`src/rtl/ram_arb_pkg.sv`:
```
// Shared definitions for the two-port RAM arbiter: FSM states, default
// geometry and the round-robin pick rule.
package ram_arb_pkg;

  localparam int DEF_ADDR_WIDTH = 4;
  localparam int DEF_DATA_WIDTH = 8;

  typedef enum logic {
    ST_INIT = 1'b0,
    ST_RUN  = 1'b1
  } state_e;

  // A lone requester wins; on contention the one not served last wins.
  function automatic logic rr_pick(input logic v0, input logic v1, input logic last);
    logic pick;
    if (v0 && !v1) begin
      pick = 1'b0;
    end else if (v1 && !v0) begin
      pick = 1'b1;
    end else begin
      pick = ~last;
    end
    return pick;
  endfunction

endpackage

```
`src/rtl/sync_ram.sv`:
```
// Single-port synchronous RAM, read latency 1, read-before-write.
// Contents are deliberately not reset.
module sync_ram #(
  parameter int ADDR_WIDTH = 4,
  parameter int DATA_WIDTH = 8
) (
  input  logic                  clk,
  input  logic                  en,
  input  logic                  we,
  input  logic [ADDR_WIDTH-1:0] addr,
  input  logic [DATA_WIDTH-1:0] din,
  output logic [DATA_WIDTH-1:0] dout
);

  logic [DATA_WIDTH-1:0] mem_r [0:(2**ADDR_WIDTH)-1];
  logic [DATA_WIDTH-1:0] dout_r;

  // Storage array and registered read port.
  always_ff @(posedge clk) begin
    if (en) begin
      if (we) begin
        mem_r[addr] <= din;
      end
      dout_r <= mem_r[addr];
    end
  end

  assign dout = dout_r;

endmodule

```
`src/rtl/ram_arbiter.sv`:
```
// Two-requester round-robin front end for a sync_ram, with a zero-clear
// sweep after reset and on clr_req.
module ram_arbiter
  import ram_arb_pkg::*;
#(
  parameter int ADDR_WIDTH = DEF_ADDR_WIDTH,
  parameter int DATA_WIDTH = DEF_DATA_WIDTH
) (
  input  logic                  clk,
  input  logic                  rst_n,
  input  logic                  clr_req,
  output logic                  init_done,
  input  logic                  r0_valid,
  input  logic                  r0_we,
  input  logic [ADDR_WIDTH-1:0] r0_addr,
  input  logic [DATA_WIDTH-1:0] r0_wdata,
  output logic                  r0_ready,
  output logic                  r0_rvalid,
  output logic [DATA_WIDTH-1:0] r0_rdata,
  input  logic                  r1_valid,
  input  logic                  r1_we,
  input  logic [ADDR_WIDTH-1:0] r1_addr,
  input  logic [DATA_WIDTH-1:0] r1_wdata,
  output logic                  r1_ready,
  output logic                  r1_rvalid,
  output logic [DATA_WIDTH-1:0] r1_rdata
);

  localparam logic [ADDR_WIDTH-1:0] LAST_ADDR = {ADDR_WIDTH{1'b1}};
  localparam logic [ADDR_WIDTH-1:0] ADDR_ONE  = {{(ADDR_WIDTH-1){1'b0}}, 1'b1};
  localparam logic [ADDR_WIDTH-1:0] ADDR_ZERO = {ADDR_WIDTH{1'b0}};
  localparam logic [DATA_WIDTH-1:0] DATA_ZERO = {DATA_WIDTH{1'b0}};

  state_e                state_r, state_s;
  logic [ADDR_WIDTH-1:0] cnt_r, cnt_s;
  logic                  last_r;
  logic                  init_done_r;
  logic                  rvalid0_r, rvalid1_r;
  logic                  grant_s, accept_s;
  logic                  ready0_s, ready1_s;
  logic                  xfer0_s, xfer1_s;
  logic                  ram_en_s, ram_we_s;
  logic [ADDR_WIDTH-1:0] ram_addr_s;
  logic [DATA_WIDTH-1:0] ram_din_s;
  logic [DATA_WIDTH-1:0] ram_dout_s;

  // State and clear-counter register.
  always_ff @(posedge clk or negedge rst_n) begin
    if (!rst_n) begin
      state_r     <= ST_INIT;
      cnt_r       <= ADDR_ZERO;
      init_done_r <= 1'b0;
    end else begin
      state_r     <= state_s;
      cnt_r       <= cnt_s;
      init_done_r <= (state_s == ST_RUN);
    end
  end

  // Next state: sweep every address once, then serve until a clear request.
  always_comb begin
    state_s = state_r;
    cnt_s   = cnt_r;
    case (state_r)
      ST_INIT: begin
        cnt_s = cnt_r + ADDR_ONE;
        if (cnt_r == LAST_ADDR) begin
          state_s = ST_RUN;
        end else begin
          state_s = ST_INIT;
        end
      end
      ST_RUN: begin
        if (clr_req) begin
          state_s = ST_INIT;
          cnt_s   = ADDR_ZERO;
        end else begin
          state_s = ST_RUN;
          cnt_s   = cnt_r;
        end
      end
      default: begin
        state_s = ST_INIT;
        cnt_s   = ADDR_ZERO;
      end
    endcase
  end

  // Grant decode; ready is withheld in the clr_req cycle itself.
  always_comb begin
    grant_s  = rr_pick(r0_valid, r1_valid, last_r);
    accept_s = (state_r == ST_RUN) && !clr_req;
    ready0_s = accept_s && !grant_s;
    ready1_s = accept_s && grant_s;
    xfer0_s  = r0_valid && ready0_s;
    xfer1_s  = r1_valid && ready1_s;
  end

  // RAM port mux: the sweep owns the RAM in INIT, else the granted transfer.
  always_comb begin
    ram_en_s   = 1'b0;
    ram_we_s   = 1'b0;
    ram_addr_s = ADDR_ZERO;
    ram_din_s  = DATA_ZERO;
    if (state_r == ST_INIT) begin
      ram_en_s   = 1'b1;
      ram_we_s   = 1'b1;
      ram_addr_s = cnt_r;
      ram_din_s  = DATA_ZERO;
    end else if (xfer1_s) begin
      ram_en_s   = 1'b1;
      ram_we_s   = r1_we;
      ram_addr_s = r1_addr;
      ram_din_s  = r1_wdata;
    end else if (xfer0_s) begin
      ram_en_s   = 1'b1;
      ram_we_s   = r0_we;
      ram_addr_s = r0_addr;
      ram_din_s  = r0_wdata;
    end else begin
      ram_en_s   = 1'b0;
      ram_we_s   = 1'b0;
      ram_addr_s = ADDR_ZERO;
      ram_din_s  = DATA_ZERO;
    end
  end

  // Last-grant and read-response strobes.
  always_ff @(posedge clk or negedge rst_n) begin
    if (!rst_n) begin
      last_r    <= 1'b1;
      rvalid0_r <= 1'b0;
      rvalid1_r <= 1'b0;
    end else begin
      if (xfer1_s) begin
        last_r <= 1'b1;
      end else if (xfer0_s) begin
        last_r <= 1'b0;
      end
      rvalid0_r <= xfer0_s && !r0_we;
      rvalid1_r <= xfer1_s && !r1_we;
    end
  end

  sync_ram #(
    .ADDR_WIDTH (ADDR_WIDTH),
    .DATA_WIDTH (DATA_WIDTH)
  ) u_ram (
    .clk  (clk),
    .en   (ram_en_s),
    .we   (ram_we_s),
    .addr (ram_addr_s),
    .din  (ram_din_s),
    .dout (ram_dout_s)
  );

  assign init_done = init_done_r;
  assign r0_ready  = ready0_s;
  assign r1_ready  = ready1_s;
  assign r0_rvalid = rvalid0_r;
  assign r1_rvalid = rvalid1_r;
  assign r0_rdata  = rvalid0_r ? ram_dout_s : DATA_ZERO;
  assign r1_rdata  = rvalid1_r ? ram_dout_s : DATA_ZERO;

endmodule

```
`config.mk`:
```
export PLATFORM = sky130hd
export DESIGN_NAME = ram_arbiter
export DESIGN_NICKNAME = d
export VERILOG_FILES = /design/src/rtl/ram_arb_pkg.sv /design/src/rtl/sync_ram.sv /design/src/rtl/ram_arbiter.sv
export SDC_FILE = /design/constraint.sdc
export NUM_CORES = 1
export LEC_CHECK = 0
export CAP_MARGIN = 20
export CORE_ASPECT_RATIO = 1.4
export CORE_UTILIZATION = 50
export CTS_CLUSTER_SIZE = 8
export DETAILED_ROUTE_END_ITERATION = 8
export HOLD_SLACK_MARGIN = 0.08
export PLACE_DENSITY = 0.81
export SLEW_MARGIN = 20
export SYNTH_ARGS = -nofsm -noshare
export SYNTH_HDL_FRONTEND = slang
export SYNTH_SLANG_ARGS = --single-unit
```
`constraint.sdc`:
```
create_clock -name clk -period 2.6 [get_ports clk]
set_input_delay 0.39 -clock clk [delete_from_list [all_inputs] [get_ports clk]]
set_output_delay 0.39 -clock clk [all_outputs]
set_load 0.02 [all_outputs]
```
==> flow_summary_export.csv <==
group,metric,value,unit
sta,final-setup-viol-count,0,
min_path,hp-class,"input pin to async pin",
worst_setup_path,arrival,2.69,ns
layout,regArea,4285,µm²
worst_setup_path,r2r_setup_slack,0.04,ns
route,vias,4556,
global_route,grt_antenna_before_repair,0,
place,port_buffers,51,
power_and_ir_drop,vdd_ir_drop_max,0.5935,mV
sta,fin_skew,0.008828,ns
worst_setup_path,cpLargestDelayFamily,"compound AO/OA/AOI/OAI gates",
logic_synthesis,mappedNetlistArea,6176,µm²
power_and_ir_drop,p_total,10.27,mW
layout,final_cell_area,8005,µm²
cts,path_clk_slew,0.06,ns
place,dp_hpwl,11.94,mm
place,place_ws,-0.3138,ns
cts,clock_latency,0.42,ns
place,place.gp.congestion,0.9103,
job,cap_violations,0,
logic_synthesis,syn_inst,460,
worst_setup_path,cp_cell_sequence,"nor2b_1 > buf_4 > a41oi_2 > nand2_1 > buf_4 > buf_12 > a211oi_1 > a311o_1 > o311ai_1",
worst_setup_path,cp_num_buf_inv,3,
sta,tns,0,ns
cts,cts_resized,0,
route,drc_errors,0,
worst_setup_path,path_common_cell,"buf_4",
global_route,gr-total-overflow,0,
logic_synthesis,ys_ff_latch,144,
cts,ctsLongestPathBuffers,2,
logic_synthesis,synth_nets,492,
route,viasPerCell,6.233,
sta,hold_viol,0,
layout,nets,603,
floorplan,chipWidth,95.93,µm
worst_setup_path,end_kind,"flip-flop",
worst_setup_path,max_stage_delay,0.47,ns
route,final_antenna_net_count,0,
worst_setup_path,slowest_stage,"dfrtp_1",
global_route,grt_usage,28.57,%
global_route,grt_max_degree,33,
route,routedWlPerCell,23.71,µm
floorplan,die_area,12810,µm²
floorplan,core-area,11940,µm²
worst_setup_path,required,2.74,ns
layout,antenna_cells,0,
power_and_ir_drop,leakage,2.950,nW
sta,rsz0062_at_grt,"no",
route,first_pass_iters,5,
status,status,"finished clean",
route,drt_iter0_markers,385,
layout,nFillCells,797,
cts,root_buffer,"clkbuf_16",
global_route,grt_pass1_vias,4460,
worst_setup_path,crit_path_max_fanout,10,
sta,relSlewSlack,38.12,%
layout,drive_above_1_share,18.66,%
sta,worst_slew_pin_slew,0.9283,ns
floorplan,io_pins,52,
cts,htree_levels,4,
worst_setup_path,worstSetupPathType,"flip-flop to flip-flop",
logic_synthesis,yosysWarnings,0,
cts,cts_setup_buffers,0,
sta,report.final.slew_viol_count,0,
logic_synthesis,yosysSeqAreaShare,69.39,%
layout,area_delta_synth_final,29.62,%
worst_setup_path,r2r_cells,9,
layout,multi_input_comb_area,1732,µm²
worst_setup_path,cp-start-kind,"flip-flop",
worst_setup_path,r2r-start,"init_done",
logic_synthesis,syn_avg_cell_area,13.43,µm²
floorplan,die_height,133.5,µm
route,routed_wirelength,17.33,mm
sta,setup_slack,0.04280,ns
cts,cts.sinks,144,
floorplan,num_rows,47,
worst_setup_path,r2r_end,"u_ram.dout[2]",
place,placed_area,7383,µm²
sta,post-route-min-period,2.557,ns
floorplan,start_util,51.73,%
sta,fmax,391.1,MHz
sta,finalCritPeriodShare,98.35,%
cts,postCtsHoldBufs,0,
global_route,grt_pass1_wl,25.42,mm
layout,final_util,67.06,%
logic_synthesis,synth_cell_types,38,
power_and_ir_drop,power_density,1282,nW/µm²
cts,cts_tree,"yes",
cts,cts_buffers,17,
-- worst max-delay path by stage --
stage / startpoint / endpoint / slack, ns / depth (start not counted)
after global routing: init_done / u_ram.dout[0] / 0.03 / 8
final: init_done / u_ram.dout[2] / 0.04 / 9
after floorplan: init_done / u_ram.mem_r[1][0] / 0.05 / 8
after CTS: init_done / u_ram.dout[2] / 0.06 / 9
after detailed placement: r0_valid / u_ram.dout[0] / -0.31 / 8
after global placement: r1_valid / u_ram.dout[2] / -0.26 / 9
-- worst register-to-register path: cells and delay by family, from the launching register on --
family | cells | cell delay [ns]
buffers and inverters | 3 | 0.51
flip-flops | 1 | 0.47
AO/OA/AOI/OAI | 4 | 1.06
AND/OR/NAND/NOR | 2 | 0.26
-- flip-flops by register name, summed over array words and instances, names as in the netlist --
register and flops:
r0_rvalid 1, r1_rvalid 1, init_done 1, last_r 1, u_ram.dout 8, cnt_r 4, u_ram.mem_r 128
-- cells in the final DEF, fill, tap and decap left out, types with 2 or more instances in the layout --
master and n:
a221o_1 2, a21oi_1 17, inv_1 11, clkinv_1 2
and3_1 10, clkinvlp_4 3, clkinv_4 3, clkdlybuf4s50_1 50
inv_6 3, nand3_1 30, nor2_1 19, a21boi_0 8
nand2b_1 6, a22o_1 8, nor2b_1 6, clkbuf_16 17
a211oi_1 8, o221ai_1 8, buf_4 64, o311ai_1 8
a21o_1 8, a311o_1 8, a32oi_1 23, o21ai_0 28
edfxtp_1 136, nand2_1 41, buf_12 8, and2_1 22
dfrtp_1 7, bufinv_16 3
-- stage by stage --
step	std cells	hold WS, ns
final	731	0.2609
after global routing	731	0.2853
after CTS	731	0.2614
after detailed placement	699	0.5142
after global placement	699	0.5008
after floorplan	460	0.09441
-- cell type report --
type | instances | area share, %
sequential | 144 | 53.53
multi-input combinational | 274 | 21.63
tap | 147 | 2.298
clock buffer | 17 | 5.314
timing repair buffer | 123 | 14.41
clock inverter | 15 | 2.298
inverter | 11 | 0.5158
-- cell usage after synthesis --
cell type	number	area, µm²
edfxtp_1	136	4084
nand2_1	41	153.9
nand3_1	30	150.1
o21ai_0	28	140.1
a32oi_1	24	210.2
and2_1	22	137.6
clkbuf_1	20	75.07
nor2_1	19	71.32
a21oi_1	17	85.08
inv_1	11	41.29
and3_1	10	62.56
buf_2	9	45.04
a211oi_1	8	60.06
a21boi_0	8	60.06
a21o_1	8	60.06
a22o_1	8	70.07
a311o_1	8	80.08
o221ai_1	8	70.07
o311ai_1	8	70.07
dfrtp_1	7	175.2
nor2b_1	7	43.79
nand2b_1	6	37.54
a221o_1	2	20.02
a21boi_2	1	11.26
a31oi_1	1	6.260
a41oi_2	1	16.27
buf_4	1	7.510
buf_6	1	11.26
dfstp_2	1	26.28
ha_1	1	12.51
nand4_1	1	6.260
nor3_4	1	16.27
nor3b_1	1	7.510
o41a_1	1	11.26
o41ai_2	1	16.27
or2_1	1	6.260
xnor2_1	1	8.760
xor2_1	1	8.760
-- logic make-up after synthesis --
kind of cell / share of synthesized area (%)
AO/OA/AOI/OAI: 15.98
flip-flops: 69.39
buffers and inverters: 2.917
XOR/XNOR: 0.2837
AND/OR/NAND/NOR: 11.22
adder cells (fa/ha/maj): 0.2026
-- layer usage --
metal	track usage (%)	vias up	share of wire [%]
met5	0	-	0
met4	18.82	0	7.1
met3	6.621	63	8.0
met2	47.42	303	50
met1	32.28	2172	35
li1	-	2018	-
-- power breakdown --
part,switching [mW],internal [mW]
sequential,0.217,3.27
combinational,2.53,1.77
clock,0.954,1.52
total,3.71,6.56
No activity file was read; power rests on OpenSTA's default activity.
